===== src/rtl/vga_timing_pkg.sv =====
// 640x480@60 VGA timing constants and the shared coordinate type.
// Imported by vga_sync and by the downstream pixel generator.
package vga_timing_pkg;

  localparam int unsigned COORD_W   = 32'd10;
  typedef logic [COORD_W-1:0] coord_t;

  localparam int unsigned H_DISPLAY = 32'd640;
  localparam int unsigned H_FRONT   = 32'd16;
  localparam int unsigned H_SYNC    = 32'd96;
  localparam int unsigned H_BACK    = 32'd48;
  localparam int unsigned V_DISPLAY = 32'd480;
  localparam int unsigned V_FRONT   = 32'd10;
  localparam int unsigned V_SYNC    = 32'd2;
  localparam int unsigned V_BACK    = 32'd33;

  localparam int unsigned H_TOTAL   = H_DISPLAY + H_FRONT + H_SYNC + H_BACK;
  localparam int unsigned V_TOTAL   = V_DISPLAY + V_FRONT + V_SYNC + V_BACK;

  // Sync windows are half-open: [START, END)
  localparam int unsigned HS_START  = H_DISPLAY + H_FRONT;
  localparam int unsigned HS_END    = H_DISPLAY + H_FRONT + H_SYNC;
  localparam int unsigned VS_START  = V_DISPLAY + V_FRONT;
  localparam int unsigned VS_END    = V_DISPLAY + V_FRONT + V_SYNC;

  function automatic logic in_window(input coord_t val, input coord_t lo, input coord_t hi);
    return (val >= lo) && (val < hi);
  endfunction

endpackage


===== src/rtl/vga_sync_mod_counter.sv =====
// mod_counter: modulo-N up counter with enable, synchronous reset and
// a combinational terminal-count flag (high while count == N-1).
module mod_counter #(
  parameter int unsigned N = 32'd800,
  parameter int unsigned W = 32'd10
) (
  input  logic         clk_d,
  input  logic         reset,
  input  logic         en,
  output logic [W-1:0] count,
  output logic         tc
);

  localparam logic [W-1:0] LAST = W'(N - 32'd1);
  localparam logic [W-1:0] ONE  = {{(W-1){1'b0}}, 1'b1};

  logic [W-1:0] count_r;

  // Counter state: reset wins over enable, wrap at N-1
  always_ff @(posedge clk_d) begin
    if (reset) begin
      count_r <= {W{1'b0}};
    end else if (en) begin
      if (count_r == LAST) begin
        count_r <= {W{1'b0}};
      end else begin
        count_r <= count_r + ONE;
      end
    end else begin
      count_r <= count_r;
    end
  end

  assign count = count_r;
  assign tc    = (count_r == LAST);

endmodule


===== src/rtl/vga_sync.sv =====
// vga_sync: free-running VGA raster timing generator (position, video_on, syncs).
// Optional registered frame_tick output when VGA_SYNC_FRAME_TICK_EN is defined.
module vga_sync
  import vga_timing_pkg::*;
#(
  parameter int unsigned H_DISPLAY = vga_timing_pkg::H_DISPLAY,
  parameter int unsigned H_FRONT   = vga_timing_pkg::H_FRONT,
  parameter int unsigned H_SYNC    = vga_timing_pkg::H_SYNC,
  parameter int unsigned H_BACK    = vga_timing_pkg::H_BACK,
  parameter int unsigned V_DISPLAY = vga_timing_pkg::V_DISPLAY,
  parameter int unsigned V_FRONT   = vga_timing_pkg::V_FRONT,
  parameter int unsigned V_SYNC    = vga_timing_pkg::V_SYNC,
  parameter int unsigned V_BACK    = vga_timing_pkg::V_BACK
) (
  input  logic       clk_d,
  input  logic       reset,
  input  logic       pix_en,
  output logic [9:0] pixel_x,
  output logic [9:0] pixel_y,
  output logic       video_on,
  output logic       hsync,
  output logic       vsync
`ifdef VGA_SYNC_FRAME_TICK_EN
  ,
  output logic       frame_tick
`endif
);

  localparam int unsigned H_TOT = H_DISPLAY + H_FRONT + H_SYNC + H_BACK;
  localparam int unsigned V_TOT = V_DISPLAY + V_FRONT + V_SYNC + V_BACK;

  localparam coord_t H_VIS = coord_t'(H_DISPLAY);
  localparam coord_t V_VIS = coord_t'(V_DISPLAY);
  localparam coord_t HS_LO = coord_t'(H_DISPLAY + H_FRONT);
  localparam coord_t HS_HI = coord_t'(H_DISPLAY + H_FRONT + H_SYNC);
  localparam coord_t VS_LO = coord_t'(V_DISPLAY + V_FRONT);
  localparam coord_t VS_HI = coord_t'(V_DISPLAY + V_FRONT + V_SYNC);

  // Totals must fit the 10-bit coordinate registers
  if ((H_TOT > 32'd1024) || (V_TOT > 32'd1024)) begin : g_bad_totals
    $error("vga_sync: H_TOTAL or V_TOTAL exceeds 1024");
  end

  coord_t h_cnt_s;
  coord_t v_cnt_s;
  logic   h_tc_s;
  logic   v_tc_s;
  logic   v_en_s;

  assign v_en_s = h_tc_s & pix_en;

  mod_counter #(.N(H_TOT), .W(COORD_W)) u_h_cnt (
    .clk_d (clk_d),
    .reset (reset),
    .en    (pix_en),
    .count (h_cnt_s),
    .tc    (h_tc_s)
  );

  mod_counter #(.N(V_TOT), .W(COORD_W)) u_v_cnt (
    .clk_d (clk_d),
    .reset (reset),
    .en    (v_en_s),
    .count (v_cnt_s),
    .tc    (v_tc_s)
  );

  // Decodes are unmasked and share the counters' timing, so they stay aligned
  assign pixel_x  = h_cnt_s;
  assign pixel_y  = v_cnt_s;
  assign video_on = (h_cnt_s < H_VIS) && (v_cnt_s < V_VIS) && !reset;
  assign hsync    = !in_window(h_cnt_s, HS_LO, HS_HI);
  assign vsync    = !in_window(v_cnt_s, VS_LO, VS_HI);

`ifdef VGA_SYNC_FRAME_TICK_EN
  logic frame_tick_r;

  // Pulse lands on the cycle the counters read (0,0) after an enabled last pixel
  always_ff @(posedge clk_d) begin
    if (reset) begin
      frame_tick_r <= 1'b0;
    end else begin
      frame_tick_r <= pix_en & h_tc_s & v_tc_s;
    end
  end

  assign frame_tick = frame_tick_r;
`else
  logic unused_v_tc_s;
  assign unused_v_tc_s = v_tc_s;
`endif

endmodule


===== config.mk =====
export PLATFORM = sky130hd
export DESIGN_NAME = vga_sync
export DESIGN_NICKNAME = d
export VERILOG_FILES = /design/src/rtl/vga_timing_pkg.sv /design/src/rtl/vga_sync_mod_counter.sv /design/src/rtl/vga_sync.sv
export SDC_FILE = /design/constraint.sdc
export NUM_CORES = 1
export LEC_CHECK = 0
export CORE_MARGIN = 1
export CORE_UTILIZATION = 30
export DETAILED_ROUTE_END_ITERATION = 6
export MAX_ROUTING_LAYER = met4
export RECOVER_POWER = 50
export SETUP_SLACK_MARGIN = 0.02
export SKIP_CTS_REPAIR_TIMING = 1
export SYNTH_ARGS = -nofsm -noshare
export SYNTH_HDL_FRONTEND = slang
export SYNTH_SLANG_ARGS = --single-unit

===== constraint.sdc =====
create_clock -name clk_d -period 1.7 [get_ports clk_d]
set_input_delay 0.17 -clock clk_d [delete_from_list [all_inputs] [get_ports clk_d]]
set_output_delay 0.17 -clock clk_d [all_outputs]
set_load 0.005 [all_outputs]

# Word level (Yosys, flattened, before mapping)
# Cells that the tools add are included.
# W data, S select, Z words.
dict set report word_totals {
  latchBits 0
  regBits 20
  inputBits 3
  mem_bits_ro 0
  elab_cells 22
  memories 0
  mem_bits_rw 0
  out_inout_bits 23
}
dict set report classes {
  eq_ne 2
  reduce_logical 7
  div_mod_pow 0
  muxes 2
  n_bitwise 1
  n_mul 0
  magnitude_cmp 6
  n_shift 0
  addsub 2
}
# operator count
set ops {}
lappend ops {{$add A10 B1 Y10 const B} 2}
lappend ops {{$eq A10 B10 Y1 const B} 2}
lappend ops {{$lt A10 B10 Y1 const B} 2}
lappend ops {{$lt A10 B9 Y1 const B} 2}
lappend ops {{$mux W10} 2}
lappend ops {{$ge A10 B10 Y1 const B} 1}
lappend ops {{$ge A10 B9 Y1 const B} 1}
lappend ops {{$logic_and A1 B1 Y1} 4}
lappend ops {{$logic_not A1 Y1} 3}
lappend ops {{$and A1 B1 Y1} 1}

# Depth between registers and ports, before layout
dict set report depth {
  word_depth 3
  ltp_mapped 6
  mapped_depth_nobuf 6
}

# By module
# From an unflattened synthesis, not the netlist that was laid out.
dict set report unflattened {
  cells_unflattened 119
  hier_area_um2 1043.5
}
# module n_inst area_each_um2 seq_area_each_um2 cells_each
set modules_own_cells {}
lappend modules_own_cells {{mod_counter (u_v_cnt)} 1 509.2 200.2 56}
lappend modules_own_cells {{mod_counter (u_h_cnt)} 1 464.2 200.2 51}
lappend modules_own_cells {vga_sync 1 70.1 0.0 12}

# Worst setup path after synthesis
# Ideal clock, no wire load.
dict set report synth_path {
  path_type {reg2reg}
  from {register u_h_cnt.count_r[0] (netlist: u_h_cnt.count[0])}
  to {register u_v_cnt.count_r[5] (netlist: u_v_cnt.count[5])}
  synth_period_minus_slack_ps 1710
  required_ps 1630
  path_slack_ps -10
  t_arrival_ps 1640
  n_path_buf 0
  setup_time_ps 70
  path_stages_with_launch 6
  path_cell_list {dfxtp_1 -> ha_1 -> and4_2 -> nand4_4 -> or4_1 -> a21oi_1}
}
dict set report synth_between {
  elab_chain_cells 2
}
# element line_no
set synth_rtl {}
lappend synth_rtl {{from (decl)} vga_sync_mod_counter.sv:17} ;# logic [W-1:0] count_r;
lappend synth_rtl {{from (signal assigned)} vga_sync_mod_counter.sv:22} ;# count_r <= {W{1'b0}};
lappend synth_rtl {{from (signal assigned)} vga_sync_mod_counter.sv:25} ;# count_r <= {W{1'b0}};
lappend synth_rtl {{from (signal assigned)} vga_sync_mod_counter.sv:27} ;# count_r <= count_r + ONE;
lappend synth_rtl {{$eq A10 B10 Y1} vga_sync_mod_counter.sv:35} ;# assign tc = (count_r == LAST);
lappend synth_rtl {{$and A1 B1 Y1} vga_sync.sv:50} ;# assign v_en_s = h_tc_s & pix_en;
lappend synth_rtl {{to (signal assigned)} vga_sync_mod_counter.sv:25}
lappend synth_rtl {{to (signal assigned)} vga_sync_mod_counter.sv:27}
lappend synth_rtl {{to (signal assigned)} vga_sync_mod_counter.sv:30} ;# count_r <= count_r;
lappend synth_rtl {{to (decl)} vga_sync_mod_counter.sv:17}
# Every way passes these cells.
# A chain may end at the register's enable or synchronous reset.

# Final worst setup path
dict set report layout_path {
  from {register u_v_cnt.count_r[3] (netlist: u_v_cnt.count[3])}
  to {output vsync}
}
dict set report layout_between {
  elab_chain_cells 3
  word_cells_on_any_way 4
  cone_classes {order compare (2); reduce/logical (2)}
}
# element line_no
set layout_rtl {}
lappend layout_rtl {{from (signal assigned)} vga_sync_mod_counter.sv:22}
lappend layout_rtl {{from (signal assigned)} vga_sync_mod_counter.sv:25}
lappend layout_rtl {{from (signal assigned)} vga_sync_mod_counter.sv:27}
lappend layout_rtl {{$ge A10 B9 Y1 / $lt A10 B9 Y1 (equally long branches)} vga_timing_pkg.sv:27} ;# return (val >= lo) && (val < hi);
lappend layout_rtl {{$logic_and A1 B1 Y1 (*)} vga_timing_pkg.sv:27}
lappend layout_rtl {{$logic_not A1 Y1 (*)} vga_sync.sv:73} ;# assign vsync = !in_window(v_cnt_s, VS_LO, VS_HI);
lappend layout_rtl {{to (decl)} vga_sync.sv:22} ;# output logic vsync
# Every way passes the cells marked *; elsewhere a longest branch is shown, timed or not.

==> metrics.txt <==
area post-placement=roughly 1600 sq um; clock skew=0.006907 ns; clk buf depth=2; Final Hold Viols=0; failing checks=setup timing; placed insts=221; Cell Area, Synth=1100 sq um; vias in the first global route=1044; post-synthesis sequential area ratio=36.41%; Setup TNS=-0.04626 ns; floorplan row count=21; Synth Register Bits=20; CP Max Fanout=5; post-synthesis cell count=128; crit path cell chain=nor2b_2 -> nand3_1 -> clkdlybuf4s50_1; worst-skew pair later-pin latency=0.31 ns; MaxCap Viol Count=0; largest cells by area after synthesis=dfxtp_1, nor2_1, ha_1; top cells by count, synth=dfxtp_1, nor2_1, nand2_1; Pwr Total=0.0008475 W; RSZ-0062 raised after global routing=yes; Boundary Pins=26; fin crit share=102.7%; final worst slack=-0.04626 ns; Achievable Freq=between 500 and 600 MHz; Nets=189; largest net degree at the start of global routing=12; Post-DRT Antenna Nets=0; gr usage total=14.42%; CP peak stage delay=0.47 ns; Hold WS=0.5262 ns; Cell Pwr Density=between 400 and 500 nW/um^2; kind of critical path=reg -> out; Non-Filler Instances=227; gpl congestion=0.8717; Layout area overhead=58.36%; Routed WL=2875 um; count of cell types in the netlist=35; count leader, synth=dfxtp_1; Root Driver=clkbuf_4; Remaining Overflow, GRT=0; Sink Count=20; die footprint=3912 sq um; Starting Density=32.20%; Slew headroom=76.36%; first-pass GRT wire length=4471 um; layout cell share with drive strength beyond 1=around a third; Yosys top cell area share=about 36%; hold path depth=2; WL/cell=around 13 um; CTS buffer count=3; Tightest Pin Transition=approximately 0.35 ns; Reg clk slew, reported paths=between 0.1 and 0.15 ns; CP required=1.53 ns; initial drt markers=53; DIE WIDTH=62.55 um; # H-tree levels=1; max-slew violations=0; Diodes inserted=0; Flop pwr share=a little under three fifths; design area=between 1500 and 2000 sq um; Switching Fraction=approximately a quarter; initial antenna violation count=0; main flop type after synthesis=dfxtp_1; startpoint types=register; DRC viols=0; synth warn=0; CP max-delay cell=clkdlybuf4s50_1; CTS tree=done; fillers=333; post-layout minimum cycle time=1.746 ns; top cell type by total area after synthesis=dfxtp_1; combinational share of power=9.4%; Max rail drop VDD=0.0005466 V; core area=approximately 3400 sq um; Avg Inst Size Synth=8.592 sq um; DPL Wire Length=2127 um; endpoints failing setup=1; R2R depth=6; # port buffers=25; Async SR Flop Fraction=0%; Pint=0.0006502 W; Via density=4.996; die height=between 60 and 70 um; worst hold path type=reg -> reg; CP Data Arrival Time=1.58 ns; via count=1134; EDFF count, synth=0; Psw=0.0001973 W; power share of the clock group=34.1%; Leak=0.6784 nW; Post-Syn Nets=~140; drt first pass iters=4; status=complete, but fails checks; critical path endpoint category=output pin
[flip-flops by register name (all words and copies together) (netlist names)]
signal         flops
u_h_cnt.count     10
u_v_cnt.count     10
[per-stage QoR]
stage / worst slack, ns / util (%)
floorplan: 0.03853 / -
global placement: -0.04822 / 46.45
detailed placement: -0.1191 / 46.45
CTS: -0.1950 / 47.51
global route: -0.1004 / 50.99
finish: -0.04626 / 50.99
[power by group through the flow]
stage	clock network [W]	logic [W]	registers, W
final	0.000289	0.0000792	0.000480
after global routing	0.000317	0.0000872	0.000480
after CTS	0.000295	0.0000727	0.000477
after detailed placement	0	0.0000720	0.000488
after global placement	0	0.0000708	0.000487
after floorplan	0	0.0000216	0.000492
[cell type report]
cell class              count  area [sq um]  share of cell area [%]
multi-input cells          98         737.0                   42.31
flip-flops and latches     20         411.6                   23.64
repair buffers             54         480.5                   27.59
inverters                   5         18.77                   1.078
well taps                  46         57.56                   3.305
clock buffers               4         36.28                   2.083
[layer usage]
| layer | GRT usage [%] | wire, um | vias up |
|---|---|---|---|
| met5 | - | 0 | - |
| met4 | 2.616 | 0 | 0 |
| met3 | 3.650 | 132 | 0 |
| li1 | - | - | 564 |
| met1 | 16.94 | 1292 | 537 |
| met2 | 24.86 | 1450 | 33 |
[kinds of logic after synthesis]
family | Yosys count | synth area share [%]
compound gates | 18 | 10.35
xor+xnor | 9 | 7.167
fa+ha+maj | 4 | 4.551
buf+inv | 10 | 4.664
flops | 20 | 36.40
mux | 2 | 1.820
simple gates | 65 | 35.04
[critical path, delay by kind of cell, from the launching register on]
family | cells | cell delay [ns]
buffers and inverters | 1 | 0.47
DFF | 1 | 0.43
and+or+nand+nor | 2 | 0.38
[path summary, 6_finish.rpt]
kind	from	end	slack, ns
min reg2reg	u_v_cnt.count[0]	u_v_cnt.count[0]	0.53
min	u_v_cnt.count[0]	u_v_cnt.count[0]	0.53
max reg2reg	u_v_cnt.count[0]	u_v_cnt.count[3]	0.08
max	u_v_cnt.count[3]	vsync	-0.05
[cells in the final DEF, fill, tap and decap left out, types with 2 or more instances in the layout]
master	n
nand4_1	5
clkdlybuf4s50_1	23
mux2i_1	2
and3_1	5
a221o_1	2
or3_1	3
inv_1	3
ha_1	2
dfxtp_1	11
buf_6	2
nand2_1	9
nor2b_1	2
nor3_1	3
clkbuf_4	3
xor2_1	4
nor2_1	15
nand3_1	7
o31ai_1	3
dfxtp_2	9
xnor2_1	5
or4_1	2
o21ai_0	5
buf_4	27
ha_4	2
dlymetal6s2s_1	2
inv_2	2
a21oi_1	4
Power figures use the tool's default switching activity.
